### src/rtl/rv32i_types.sv
// -----------------------------------------------------------------------------
// rv32i_types
//   Shared RV32I micro-op encodings used by the execution units.
//
//   br_kind_t : control-transfer flavour of a branch-unit uop
//               (conditional branch, JAL, JALR).
//   cmpop_t   : branch comparison selector, numerically equal to the
//               B-type funct3 field. Encodings 3'b010 and 3'b011 are not
//               defined by the ISA and resolve as not-taken.
// -----------------------------------------------------------------------------
package rv32i_types;

    typedef enum logic [1:0] {
        BR   = 2'b00,
        JAL  = 2'b01,
        JALR = 2'b10
    } br_kind_t;

    typedef enum logic [2:0] {
        CMP_EQ  = 3'b000,
        CMP_NE  = 3'b001,
        CMP_LT  = 3'b100,
        CMP_GE  = 3'b101,
        CMP_LTU = 3'b110,
        CMP_GEU = 3'b111
    } cmpop_t;

    // Size of one instruction in bytes; the link / fall-through PC is pc + this.
    localparam int unsigned INSN_BYTES = 4;

    // True for the unconditional kinds.
    function automatic logic is_jump(input logic [1:0] kind);
        return (kind == JAL) || (kind == JALR);
    endfunction

endpackage

### src/rtl/br_cond_eval.sv
// -----------------------------------------------------------------------------
// br_cond_eval
//   Combinational branch-condition evaluator.
//
//   Ports:
//     i_kind   [1:0]      br_kind_t of the uop
//     i_cmpop  [2:0]      cmpop_t (branch funct3)
//     i_a      [XLEN-1:0] operand rs1
//     i_b      [XLEN-1:0] operand rs2
//     o_taken             resolved direction
//
//   Jumps are always taken. Conditional branches compare signed or unsigned
//   according to cmpop; undefined cmpop values and undefined kinds give
//   not-taken.
// -----------------------------------------------------------------------------
module br_cond_eval
    import rv32i_types::*;
#(
    parameter int XLEN = 32
) (
    input  logic [1:0]      i_kind,
    input  logic [2:0]      i_cmpop,
    input  logic [XLEN-1:0] i_a,
    input  logic [XLEN-1:0] i_b,
    output logic            o_taken
);

    logic signed [XLEN-1:0] w_a_s;
    logic signed [XLEN-1:0] w_b_s;
    logic                   w_br_taken;

    assign w_a_s = i_a;
    assign w_b_s = i_b;

    always_comb begin
        w_br_taken = 1'b0;
        case (i_cmpop)
            CMP_EQ:  w_br_taken = (i_a == i_b);
            CMP_NE:  w_br_taken = (i_a != i_b);
            CMP_LT:  w_br_taken = (w_a_s <  w_b_s);
            CMP_GE:  w_br_taken = (w_a_s >= w_b_s);
            CMP_LTU: w_br_taken = (i_a <  i_b);
            CMP_GEU: w_br_taken = (i_a >= i_b);
            default: w_br_taken = 1'b0;
        endcase
    end

    always_comb begin
        o_taken = 1'b0;
        if (i_kind == BR) begin
            o_taken = w_br_taken;
        end else if (is_jump(i_kind)) begin
            o_taken = 1'b1;
        end
    end

endmodule

### src/rtl/br_resolve_unit.sv
// -----------------------------------------------------------------------------
// br_resolve_unit
//   Pipelined branch / jump resolution unit. Evaluates the branch condition,
//   computes the resolved next PC and link value, and flags a mispredict
//   against the frontend prediction. Results return in issue order through a
//   valid/ready pipeline of STAGES (1 or 2) registers.
//
//   Ports:
//     clk, rst_n                  clock, asynchronous active-low reset
//     flush                       drop everything in flight this edge
//     in_valid / in_ready         issue handshake
//     in_kind, in_cmpop           br_kind_t, cmpop_t
//     in_rs1, in_rs2              compare operands (rs1 also JALR base)
//     in_pc, in_imm               uop PC and sign-extended offset
//     in_pred_taken/_target       frontend prediction
//     in_rob_idx                  ROB tag
//     out_valid / out_ready       result handshake to the CDB
//     out_rob_idx, out_taken      tag and resolved direction
//     out_target                  resolved next PC (target or pc+4)
//     out_link                    pc+4 for rd of JAL/JALR
//     out_mispredict              redirect required
//
//   Each register stage advances when it is empty or its downstream stage
//   advances, so bubbles collapse and the unit sustains one uop per cycle.
// -----------------------------------------------------------------------------
module br_resolve_unit
    import rv32i_types::*;
#(
    parameter int XLEN      = 32,
    parameter int ROB_IDX_W = 5,
    parameter int STAGES    = 2
) (
    input  logic                 clk,
    input  logic                 rst_n,
    input  logic                 flush,
    input  logic                 in_valid,
    output logic                 in_ready,
    input  logic [1:0]           in_kind,
    input  logic [2:0]           in_cmpop,
    input  logic [XLEN-1:0]      in_rs1,
    input  logic [XLEN-1:0]      in_rs2,
    input  logic [XLEN-1:0]      in_pc,
    input  logic [XLEN-1:0]      in_imm,
    input  logic                 in_pred_taken,
    input  logic [XLEN-1:0]      in_pred_target,
    input  logic [ROB_IDX_W-1:0] in_rob_idx,
    output logic                 out_valid,
    input  logic                 out_ready,
    output logic [ROB_IDX_W-1:0] out_rob_idx,
    output logic                 out_taken,
    output logic [XLEN-1:0]      out_target,
    output logic [XLEN-1:0]      out_link,
    output logic                 out_mispredict
);

    // Final result as held in the output register.
    typedef struct packed {
        logic [ROB_IDX_W-1:0] rob_idx;
        logic                 taken;
        logic [XLEN-1:0]      target;
        logic [XLEN-1:0]      link;
        logic                 mispredict;
    } br_res_t;

    // Stage-1 product: compare result and adds, prediction carried along.
    typedef struct packed {
        logic [ROB_IDX_W-1:0] rob_idx;
        logic                 taken;
        logic [XLEN-1:0]      dest;
        logic [XLEN-1:0]      link;
        logic                 pred_taken;
        logic [XLEN-1:0]      pred_target;
    } br_s1_t;

    // Next-PC select and mispredict detection. A not-taken uop falls through
    // to the link address, so its prediction target is irrelevant.
    function automatic br_res_t resolve(input br_s1_t s);
        br_res_t r;
        r.rob_idx    = s.rob_idx;
        r.taken      = s.taken;
        r.link       = s.link;
        r.target     = s.taken ? s.dest : s.link;
        r.mispredict = (s.taken != s.pred_taken) ||
                       (s.taken && (s.dest != s.pred_target));
        return r;
    endfunction

    logic            w_taken;
    logic [XLEN-1:0] w_jalr_sum;
    logic [XLEN-1:0] w_dest;
    logic [XLEN-1:0] w_link;
    br_s1_t          w_s1;

    logic            w_adv_out;
    logic            w_load_vld;
    br_res_t         w_res_nxt;

    logic            r_vld_out;
    br_res_t         r_res_out;

    // ---- stage 1: condition, target and link ----
    br_cond_eval #(
        .XLEN (XLEN)
    ) u_cond (
        .i_kind  (in_kind),
        .i_cmpop (in_cmpop),
        .i_a     (in_rs1),
        .i_b     (in_rs2),
        .o_taken (w_taken)
    );

    // JALR target drops bit 0 of rs1+imm; all sums wrap at XLEN bits.
    assign w_jalr_sum = in_rs1 + in_imm;
    assign w_dest     = (in_kind == JALR) ? {w_jalr_sum[XLEN-1:1], 1'b0}
                                          : (in_pc + in_imm);
    assign w_link     = in_pc + XLEN'(INSN_BYTES);

    assign w_s1 = '{
        rob_idx:     in_rob_idx,
        taken:       w_taken,
        dest:        w_dest,
        link:        w_link,
        pred_taken:  in_pred_taken,
        pred_target: in_pred_target
    };

    assign w_adv_out = ~r_vld_out | out_ready;

    generate
        if (STAGES == 1) begin : g_one_stage
            assign in_ready   = ~flush & w_adv_out;
            assign w_load_vld = in_valid & in_ready;
            assign w_res_nxt  = resolve(w_s1);
        end else if (STAGES == 2) begin : g_two_stage
            logic   r_vld_p1;
            br_s1_t r_s1_p1;
            logic   w_adv_p1;

            assign w_adv_p1 = ~r_vld_p1 | w_adv_out;
            assign in_ready = ~flush & w_adv_p1;

            always_ff @(posedge clk or negedge rst_n) begin
                if (!rst_n) begin
                    r_vld_p1 <= 1'b0;
                end else if (flush) begin
                    r_vld_p1 <= 1'b0;
                end else if (w_adv_p1) begin
                    r_vld_p1 <= in_valid;
                end
            end

            always_ff @(posedge clk) begin
                if (in_valid && in_ready) begin
                    r_s1_p1 <= w_s1;
                end
            end

            // ---- stage 2: next-PC select and mispredict ----
            assign w_load_vld = r_vld_p1;
            assign w_res_nxt  = resolve(r_s1_p1);
        end else begin : g_bad_stages
            $error("br_resolve_unit: STAGES must be 1 or 2");
        end
    endgenerate

    // ---- output register ----
    // Data only moves when a new result is loaded, which keeps out_* stable
    // while the CDB stalls.
    always_ff @(posedge clk or negedge rst_n) begin
        if (!rst_n) begin
            r_vld_out <= 1'b0;
            r_res_out <= '0;
        end else begin
            if (flush) begin
                r_vld_out <= 1'b0;
            end else if (w_adv_out) begin
                r_vld_out <= w_load_vld;
            end
            if (!flush && w_adv_out && w_load_vld) begin
                r_res_out <= w_res_nxt;
            end
        end
    end

    assign out_valid      = r_vld_out;
    assign out_rob_idx    = r_res_out.rob_idx;
    assign out_taken      = r_res_out.taken;
    assign out_target     = r_res_out.target;
    assign out_link       = r_res_out.link;
    assign out_mispredict = r_res_out.mispredict;

endmodule

### config.mk
export PLATFORM = sky130hd
export DESIGN_NAME = br_resolve_unit
export DESIGN_NICKNAME = d
export VERILOG_FILES = /design/src/rtl/rv32i_types.sv /design/src/rtl/br_cond_eval.sv /design/src/rtl/br_resolve_unit.sv
export SDC_FILE = /design/constraint.sdc
export NUM_CORES = 1
export LEC_CHECK = 0
export CAP_MARGIN = 20
export CORE_MARGIN = 8
export CORE_UTILIZATION = 40
export DETAILED_ROUTE_END_ITERATION = 12
export HOLD_SLACK_MARGIN = 0.08
export PLACE_DENSITY_LB_ADDON = 0.15
export SYNTH_ARGS = -nofsm -noshare
export SYNTH_HDL_FRONTEND = slang
export SYNTH_SLANG_ARGS = --single-unit
### constraint.sdc
create_clock -name clk -period 4.8 [get_ports clk]
set_clock_uncertainty 0.1 [all_clocks]
set_input_delay 1.44 -clock clk [delete_from_list [all_inputs] [get_ports clk]]
set_output_delay 1.44 -clock clk [all_outputs]
set_load 0.03 [all_outputs]
# Word-level counts from Yosys, hierarchy flattened
# Cells that the tools add are included.
[totals]
ff_bits = 176
inputBits = 176
out_inout_bits = 73
[classes]
n_addsub = 3
order_cmp = 4
eq_ne = 11
mux = 9
bitwise_logic = 6
n_reduce_logical = 11
[ops]
columns = ["cell", "n"]
rows = [
  ["$add 32x32->32", 2],
  ["$ge 32x32->1", 2],
  ["$lt 32x32->1", 2],
  ["$mux 32", 2],
  ["$ne 32x32->1", 2],
  ["$add 32x3->32 const B", 1],
  ["$eq 32x32->1", 1],
  ["$eq 3x3->1 const B", 4],
  ["$mux 1", 6],
  ["$pmux 1 s6", 1],
  ["$logic_and 1x1->1", 4],
  ["$reduce_bool 2->1", 2],
  ["$eq 3x1->1 const B", 1],
  ["$logic_not 3->1", 1],
  ["$not 1->1", 3],
  ["$eq 2x1->1 const B", 1],
  ["$eq 2x2->1 const B", 1],
  ["$logic_not 2->1", 1],
  ["$logic_or 1x1->1", 2],
  ["$or 1x1->1", 2],
  ["$and 1x1->1", 1],
  ["$logic_not 1->1", 1],
  ["$ne 1x1->1", 1],
]

# Depth between registers and ports, before layout
# Gate-level depths: netlist (run 1).
[depth]
ltp_word = 5
ltp_mapped = 12

# Modules after synthesis
# A second synthesis (run 1) with hierarchy kept.
[hier_totals]
hier_cells = 1101
hier_area_um2 = 11469.8
[modules_own_cells]
columns = ["module", "n_inst", "cells_each", "area_each_um2"]
rows = [
  ["br_resolve_unit", 1, 969, 10547.6],
  ["br_cond_eval", 1, 132, 922.1],
]

# Worst setup path after synthesis (run 1)
# OpenSTA, ideal clock, no wires.
[synth_path]
path_kind = "input to register"
startpoint = "input out_ready"
endpoint = "register g_two_stage.r_s1_p1[0] in the netlist's numbering, enable pin"
arrival_ns = 4.530
required_ns = 4.227
slack_ns = -0.304
cell_stages = 3
n_path_buf = 0
cell_sequence = "nor2b_1 a21oi_1 and2_1"
[synth_between]
elab_chain_cells = 4
[synth_rtl]
columns = ["element", "line_no", "text"]
rows = [
  ["from (decl)", "br_resolve_unit.sv:48", "input logic out_ready,"],
  ["$or 1x1->1", "br_resolve_unit.sv:127", "assign w_adv_out = ~r_vld_out | out_ready;"],
  ["$or 1x1->1", "br_resolve_unit.sv:139", "assign w_adv_p1 = ~r_vld_p1 | w_adv_out;"],
  ["$and 1x1->1", "br_resolve_unit.sv:140", "assign in_ready = ~flush & w_adv_p1;"],
  ["named net in_ready", "br_resolve_unit.sv:37", "output logic in_ready,"],
  ["$logic_and 1x1->1", "br_resolve_unit.sv:153", "if (in_valid && in_ready) begin"],
  ["to (signal assigned)", "br_resolve_unit.sv:154", "r_s1_p1 <= w_s1;"],
  ["to (decl)", "br_resolve_unit.sv:136", "br_s1_t r_s1_p1;"],
]
# The timed path passes the listed nets, and every way through them passes these cells.
# A chain may end at the register's enable or synchronous reset.

# Worst setup path after layout (run 1)
[layout_path]
startpoint = "input out_ready"
endpoint = "output in_ready"
[layout_between]
elab_chain_cells = 3
[layout_rtl]
columns = ["element", "line_no"]
rows = [
  ["$or 1x1->1", "br_resolve_unit.sv:127"],
  ["$or 1x1->1", "br_resolve_unit.sv:139"],
  ["$and 1x1->1", "br_resolve_unit.sv:140"],
  ["to (decl)", "br_resolve_unit.sv:37"],
]
# No other way between the ends.

==> results of run 1 <==
## worst max-delay path: cells and delay by family
kind | cells | cell delay [ns]
simple gates | 1 | 0.08
compound gates | 1 | 0.20
buf+inv | 2 | 1.16
## flip-flops by register name, summed over array words and instances (netlist names)
signal,flops
g_two_stage.r_s1_p1,103
out_taken,1
out_link,32
out_rob_idx,5
g_two_stage.r_vld_p1,1
out_mispredict,1
out_valid,1
out_target,32
## worst paths after layout
check / start / endpoint / slack [ns]
max: out_ready / in_ready / 0.38
min in group asynchronous: rst_n / out_target[0] / 1.06
max in group asynchronous: rst_n / out_link[27] / 2.89
min reg2reg: g_two_stage.r_s1_p1[101] / out_rob_idx[3] / 0.38
min: g_two_stage.r_s1_p1[101] / out_rob_idx[3] / 0.38
max reg2reg: g_two_stage.r_s1_p1[89] / out_mispredict / 2.64
## routing by layer
| metal | wire length, µm | global-route usage, % | share of wire (%) | vias to the layer above |
|---|---|---|---|---|
| met5 | 10 | 0 | 0.031 | - |
| met4 | 394 | 4.550 | 1.2 | 2 |
| met3 | 1762 | 3.367 | 5.4 | 26 |
| met2 | 14580 | 29.81 | 45 | 258 |
| met1 | 15630 | 26.16 | 48 | 4171 |
| li1 | - | - | - | 4451 |
## layout by cell type (no fill, tap or decap), types with 15 or more instances in the layout
cell	instances
clkdlybuf4s50_1	247
a21oi_1	108
edfxtp_1	103
ha_1	96
nor2_1	77
dfrtp_1	73
xor2_1	59
inv_1	57
xnor2_1	50
nand2_1	46
o21ai_0	41
mux2i_1	40
mux2_2	40
nand3_1	31
a21o_1	25
nand4_1	22
clkbuf_16	18
buf_4	15
## per-stage QoR
step	power (mW)	setup WS [ns]	std cells
after floorplan	2.806	0.7999	1075
after global placement	3.459	0.1547	1685
after detailed placement	3.475	0.09040	1685
after CTS	4.802	0.3740	1717
after global routing	4.996	0.2691	1718
final	4.765	0.3826	1718
## where the power goes
part | internal (mW) | total (mW) | switching (mW)
Clock | 0.710 | 1.33 | 0.617
Combinational | 0.695 | 1.53 | 0.839
Sequential | 1.80 | 1.90 | 0.104
Total | 3.21 | 4.77 | 1.56
## cell families after synthesis
group                    count (synthesis)  synth area share (%)
AND/OR/NAND/NOR                        259                 11.41
buffers and inverters                   88                 2.987
multiplexers                            80                 7.523
flip-flops                             176                 43.50
adder cells (fa/ha/maj)                 98                 10.97
AO/OA/AOI/OAI                          265                 15.17
XOR/XNOR                               109                 8.441
## cell type report
class                   instances  area, µm²  share of cell area (%)
clock inverters                14      116.4                  0.7841
flip-flops and latches        176       4920                   33.15
diodes                          1      2.502                 0.01686
repair buffers                263       2605                   17.55
well taps                     378      473.0                   3.187
multi-input cells             811       6060                   40.83
clock buffers                  18      450.4                   3.035
inverters                      57      214.0                   1.442
==> impl_results.md, run 1 <==
* Die W at 184.2 µm
* Register area share after synthesis at 43.50%
* Via density at 5.185
* CTS root buf: clkbuf_16
* Synthesis Warnings at 0
* CP endpoint kind: primary output
* Largest net degree at the start of global routing at 74
* Post-layout util at 53.42%
* Leakage at 6.011 nW
* Post-DP Area at 14270 µm²
* Clk slew on worst S/H paths at ~0.070 ns
* Remaining antenna violation count at 0
* Mapped Nets at 1349
* Core ar. at 27780 µm²
* DPL Wire Length at 26.30 mm
* Vias at 8908
* Post-CTS Resized at 0
* Die Area at 33910 µm²
* Tot GR Track Use at 18.76%
* Top cell by count, worst path: clkdlybuf4s50_1
* Cell taking the most area after synthesis: edfxtp_1
* CP peak stage delay at 0.71 ns
* Maxcap violations at 0
* Synth area leaders: edfxtp_1, dfrtp_1, ha_1, a21oi_1, xor2_1
* First-pass GRT wire length at approximately 50 mm
* Gate Count Post-Synth at 1075
* Num Clock Sinks at ~180
* # fillers at 2578
* Maximum VDD drop at 0.1984 mV
* Count of final setup violators at 0
* Outcome: finished, final reports clean
* H-tree depth at 4
* Worst Hold Slack at 0.3837 ns
* Port bufs at 248
* Arrival time worst endpoint at 2.88 ns
* #FFs+latches synth at 176
* Chip height at between 150 and 200 µm
* Worst slew pin tran at 0.9848 ns
* Num CTS Buffers at 17
* RSZ-0062 raised after global routing: false
* Number of synthesized flops with an enable pin at just over 100
* Initial antenna violation count at 2
* Most frequently used flop master after synthesis: edfxtp_1
* DRC Markers at 0
* CP cell instances: clkdlybuf4s50_1 -> nor2b_1 -> a21oi_1 -> clkdlybuf4s50_1
* Initial DRC Count at 540
* Hold Path Depth at 1
* Synth async-reset ratio at approximately two fifths
* Power per cell area at 321.1 nW/µm²
* Top-count cell post-synth: a21oi_1
* Clk buf depth at 2
* Final Instance Area at 14840 µm²
* Final period util at between 90% and 100%
* HP Class: reg -> reg
* Setup TNS at 0 ns
* Starting density of the core at approximately two fifths
* Startpoint class of the critical path: input port
* Required time of the worst setup path at 3.26 ns
* CTS tree: yes
* FMAX at ~0.23 GHz
* Number of cell rows at just over 60
* Layout cells sized above 1 at 8.588%
* Max Transition Viols Final at 0
* CTS Hold Bufs at 0
* Grt ovf at 0
* Area grow syn2layout at 31.22%
* R2R cell count at 7
* Slew HR at between 30% and 40%
* Number of nets in the layout at 1600
* Share of the synthesized area in the top cell type at 27.35%
* Post-route minimum period at ~4.4 ns
* Setup CP Type: in -> out
* Worst skew pair latency at 0.43 ns
* Drt wl/cell at about 19 µm
* Top cells by count, synth: a21oi_1, edfxtp_1, ha_1, nor2_1, dfrtp_1
* DRT Wirelength at 32.38 mm
* DR pass1 iterations at 5
* Vias in the first global route at 8923
* Synthesized area at 11310 µm²
* CP max-delay cell: clkdlybuf4s50_1
* Gp weighted congestion at 0.8797
* Hold Fails Final Rpt at 0
* Crit-path max FO at 4
* Postcts setup bufs at 0
* Syn Area/Cell at 10.52 µm²
* IO Count at between 200 and 250
* Netlist cell types at 66
No activity file was read; power rests on OpenSTA's default activity.
==> run 2, diff against run 1 <==
- PLACE_DENSITY: not set -> 0.64
- PLACE_DENSITY_LB_ADDON: 0.15 -> not set
==> run 2 against run 1 <==
  * Design area grew 0.14%
  * Sequential power barely moved
  * Die area is the same
  * Wire length grew 2.4%
  * Largest cell class unchanged
==> impl_results.md, run 2 (synthesis gave the netlist of run 1 again) <==
* Clock power frac at 28.1%
* Required time of the worst setup path at between 3 and 4 ns
* CTS Hold Bufs at 0
* CP endpoint kind: primary output
* Layout cells sized above 1 at roughly 8.5%
* Commonest non-fill, non-tap cell in the layout: clkdlybuf4s50_1
* Vias at 9053
* Final period util at 92.31%
* Remaining antenna violation count at 0
* Outcome: finished, final reports clean
* Clk slew on worst S/H paths at 0.07 ns
* Gp weighted congestion at 0.8769
* CP cell instances: clkdlybuf4s50_1 -> nor2b_1 -> a21oi_1 -> clkdlybuf4s50_1
* Setup CP Type: in -> out
* Clk buf depth at 2
* Worst skew pair latency at between 0.4 and 0.5 ns
* Startpoint class of the critical path: input port
* Postcts setup bufs at 0
* Number of cell rows at 61
* Post-CTS Resized at 0
* NetSw at 1.563 mW
* CP peak stage delay at 0.71 ns
* Die Area at 33910 µm²
* First-pass GRT wire length at 51.44 mm
* Vias in the first global route at 9273
* RSZ-0062 raised after global routing: false
* Count of final setup violators at 0
* CTS root buf: clkbuf_16
* Grt ovf at 0
* Initial antenna violation count at 3
* Max reg flops at 103
* Final std cells w/o fill at 1719
* CTS tree: yes
* P_int at 3.224 mW
* DRC Markers at 0
* Most frequent cells in the layout: clkdlybuf4s50_1, a21oi_1, edfxtp_1
* Leakage at 6.012 nW
* Chip height at 184.2 µm
* DR pass1 iterations at 5
* Post-route minimum period at 4.431 ns
* Largest Register: g_two_stage.r_s1_p1
* Cell count after placement at 1684
* Worst setup margin at 0.3690 ns
* CP bufs+invs at 2
* Port bufs at between 200 and 250
* H-tree depth at 4
* Area grow syn2layout at 31.41%
* Setup TNS at 0 ns
* Worst slew pin tran at roughly 1.0 ns
* Setup WS pre-CTS at 0.1207 ns
* Arrival time worst endpoint at 2.89 ns
* Num Clock Sinks at 176
* Hold Fails Final Rpt at 0
* IO Count at 249
* Tot GR Track Use at 19.47%
* Sw frac at 32.65%
* Number of nets in the layout at 1599
* Drt wl/cell at 19.28 µm
* Power per cell area at approximately 320 nW/µm²
* Crit-path max FO at 4
* Maxcap violations at 0
* CP max-delay cell: clkdlybuf4s50_1
* Largest net degree at the start of global routing at 105
* FMAX at between 0.2 and 0.25 GHz
* Top cell by count, worst path: clkdlybuf4s50_1
* Num CTS Buffers at 17
* Max Transition Viols Final at 0
* Maximum VDD drop at 0.1675 mV
* DPL Wire Length at 26.79 mm
* Worst Hold Slack at 0.3814 ns
* Combinational share of power at 32.1%
* Slew HR at 32.94%
* HP Class: reg -> reg
* Initial DRC Count at 612
* Via density at around 5.3
* DRT Wirelength at 33.15 mm
* Starting density of the core at roughly two fifths
* CP top delay family: buffers and inverters
* Die W at about 180 µm
* Core ar. at 27780 µm²
* Post-layout util at 53.49%
* Sequential power share at 39.8%
==> run 2: cell types whose count changed in the layout (fill, tap and decap cells not counted) <==
cell      change
buf_4         -2
clkinv_2      -1
clkinv_4      +1
clkbuf_8      +1
diode_2       +2
buf_12        +1
inv_4         -1
==> run 2: per-layer routing <==
metal,vias to the layer above,routed length (µm),track usage [%]
met5,-,0,0
met4,0,578,5.841
met3,29,1801,2.914
met2,269,15350,31.28
met1,4292,15420,26.79
li1,4463,-,-
==> run 2: cell type report <==
class	count	area, µm²
inverter	57	214.0
tap	378	473.0
antenna	3	7.507
sequential	176	4920
clock inverter	13	113.9
fill	2524	12920
clock buffer	19	464.2
multi-input combinational	811	6060
timing repair buffer	262	2610
==> run 2: per-stage QoR <==
step                      power (mW)  instance area, µm²
after floorplan                2.806               11310
final                          4.788               14860
after detailed placement       3.477               14280
after CTS                      4.834               14850
after global routing           5.031               14860
after global placement         3.462               14280
==> run 2: power by group through the flow <==
stage / combinational (mW) / sequential, mW / clock [mW]
CTS: 1.55 / 1.91 / 1.38
floorplan: 0.649 / 2.16 / 0
global placement: 1.53 / 1.93 / 0
global route: 1.67 / 1.93 / 1.44
detailed placement: 1.54 / 1.94 / 0
finish: 1.54 / 1.90 / 1.35
==> run 2: worst paths after layout <==
check                                               from  slack [ns]                    to  cells after the start
worst max-delay path                           out_ready        0.37              in_ready                      4
worst min register to register  g_two_stage.r_s1_p1[102]        0.38        out_rob_idx[4]                      1
worst max register to register   g_two_stage.r_s1_p1[93]        2.57        out_mispredict                      7
min in group asynchronous                          rst_n        1.05           out_link[0]                      1
worst min-delay path            g_two_stage.r_s1_p1[102]        0.38        out_rob_idx[4]                      1
max in group asynchronous                          rst_n        2.86  g_two_stage.r_vld_p1                      1
==> run 3, diff against run 2 <==
- CTS_BUF_LIST: not set -> sky130_fd_sc_hd__clkbuf_8
==> run 3 against run 2 <==
  * First-iteration DRC count is 12% lower
  * Sequential share of layout area grew 0.42 points
  * Via count increased by 0.12%
  * Die area unchanged
  * Wire length fell by 0.39%
  * Critical path depth is the same
  * Largest cell class unchanged
  * Largest power group unchanged
  * Final cell count is the same
  * Critical path type unchanged
  * Setup slack improved by 0.010 ns
==> impl_results.md, run 3 (synthesis gave the netlist of run 1 again) <==
* Setup TNS at 0 ns
* Maxcap violations at 0
* First-pass GRT wire length at 51.35 mm
* Initial antenna violation count at 3
* Max reg flops at ~100
* Worst slew pin tran at roughly 0.98 ns
* FMAX at 0.2262 GHz
* Layout cells sized above 1 at 8.520%
* CP endpoint kind: primary output
* Hold worst-path end: out_rob_idx[4]
* Largest Register: g_two_stage.r_s1_p1
* CTS root buf: clkbuf_8
* HP Class: reg -> reg
* Final period util at 92.10%
* Outcome: finished, final reports clean
* DRC Markers at 0
* Clk buf depth at 2
* Post-route minimum period at 4.421 ns
* Most frequent cells in the layout: clkdlybuf4s50_1, a21oi_1, edfxtp_1
* Leakage at between 5 and 6 nW
* Grt ovf at 0
* Sequential standard cell area at 4920 µm²
* Commonest non-fill, non-tap cell in the layout: clkdlybuf4s50_1
* Final Instance Area at 14680 µm²
* H-tree depth at 4
* Max Transition Viols Final at 0
* Crit-path max FO at 4
* Num CTS Buffers at 17
* Port bufs at 248
* Drt wl/cell at 19.21 µm
* Cell count after placement at 1684
* RSZ-0062 raised after global routing: false
* Crit Reg-Reg Startpoint: g_two_stage.r_s1_p1[93]
* Area grow syn2layout at 29.76%
* Slew HR at 34.49%
* Clk slew on worst S/H paths at ~0.1 ns
* Final std cells w/o fill at 1719
* # fillers at approximately 2500
* Largest net degree at the start of global routing at approximately 110
* Number of cell rows at 61
* Number of nets in the layout at between 1500 and 2000
* Worst skew pair latency at 0.44 ns
* Initial DRC Count at roughly 540
* Vias at between 9000 and 10000
* Arrival time worst endpoint at 2.88 ns
* R2R cell count at 7
* Post-CTS Resized at 0
* Power per cell area at 303.5 nW/µm²
* Hold Fails Final Rpt at 0
* Setup CP Type: in -> out
* Starting density of the core at 40.71%
* CTS Hold Bufs at 0
* Num Clock Sinks at 176
* Die Area at roughly 34000 µm²
* DPL Wire Length at 26.79 mm
* Chip height at around 180 µm
* Tot GR Track Use at 19.46%
* Hold Path Depth at 1
* Flop2flop setup slack at 2.57 ns
* CTS tree: yes
* Core ar. at about 28000 µm²
* Startpoint class of the critical path: input port
* Post-layout util at 52.82%
* Die W at 184.2 µm
* Count of final setup violators at 0
* DR pass1 iterations at 7
* IO Count at 249
* Remaining antenna violation count at 0
* Required time of the worst setup path at between 3 and 4 ns
* Post-DP Area at 14280 µm²
* Gp weighted congestion at around 0.88
* Hold Path Origin: g_two_stage.r_s1_p1[102]
* Vias in the first global route at 9272
* Maximum VDD drop at roughly 0.12 mV
* RR Endpoint: out_mispredict
* Postcts setup bufs at 0
* DRT Wirelength at about 33 mm
* Area of the multi-input gates at between 6000 and 7000 µm²
* Via density at 5.273
## run 3: critical path, cell delays in order
cell and delay [ns]:
clkdlybuf4s50_1 0.45, nor2b_1 0.07, a21oi_1 0.21, clkdlybuf4s50_1 0.71
## run 3: area by class of cell
cell class / count / share of cell area, %
Inverter: 57 / 1.458
Clock buffer: 18 / 1.688
Timing Repair Buffer: 262 / 17.78
Clock inverter: 14 / 0.9805
Antenna cell: 3 / 0.05116
Multi-Input combinational cell: 811 / 41.29
Sequential cell: 176 / 33.52
Tap cell: 378 / 3.223
## run 3: worst max-delay path by stage
stage                   start                 endpoint  slack [ns]  cells past startpoint
global route        out_ready                 in_ready        0.31                      4
finish              out_ready                 in_ready        0.38                      4
floorplan           out_ready   g_two_stage.r_s1_p1[0]        0.80                      3
detailed placement  in_imm[0]  g_two_stage.r_s1_p1[95]        0.12                     13
CTS                 out_ready                 in_ready        0.38                      4
global placement    in_pc[15]  g_two_stage.r_s1_p1[91]        0.17                     10
## run 3: per-layer routing
metal	track usage (%)	part of all wire, %
met1	26.79	47
met2	31.31	46
met3	3.131	5.6
met4	5.324	1.7
met5	0	0
## run 3: through the flow
step	setup slack, ns	hold WS, ns	power (mW)
floorplan	0.7999	0.3539	2.806
global placement	0.1676	0.3556	3.462
detailed placement	0.1207	0.3711	3.477
CTS	0.3774	0.3958	4.498
global route	0.3091	0.4156	4.701
finish	0.3793	0.3884	4.454
## run 3: where the power goes
group          leakage [nW]  total, mW  internal (mW)  switching [mW]
Sequential             1.81       1.90           1.80           0.104
Clock                 0.199       1.01          0.443           0.572
Combinational          3.92       1.54          0.697           0.840
Total                  5.93       4.45           2.94            1.52
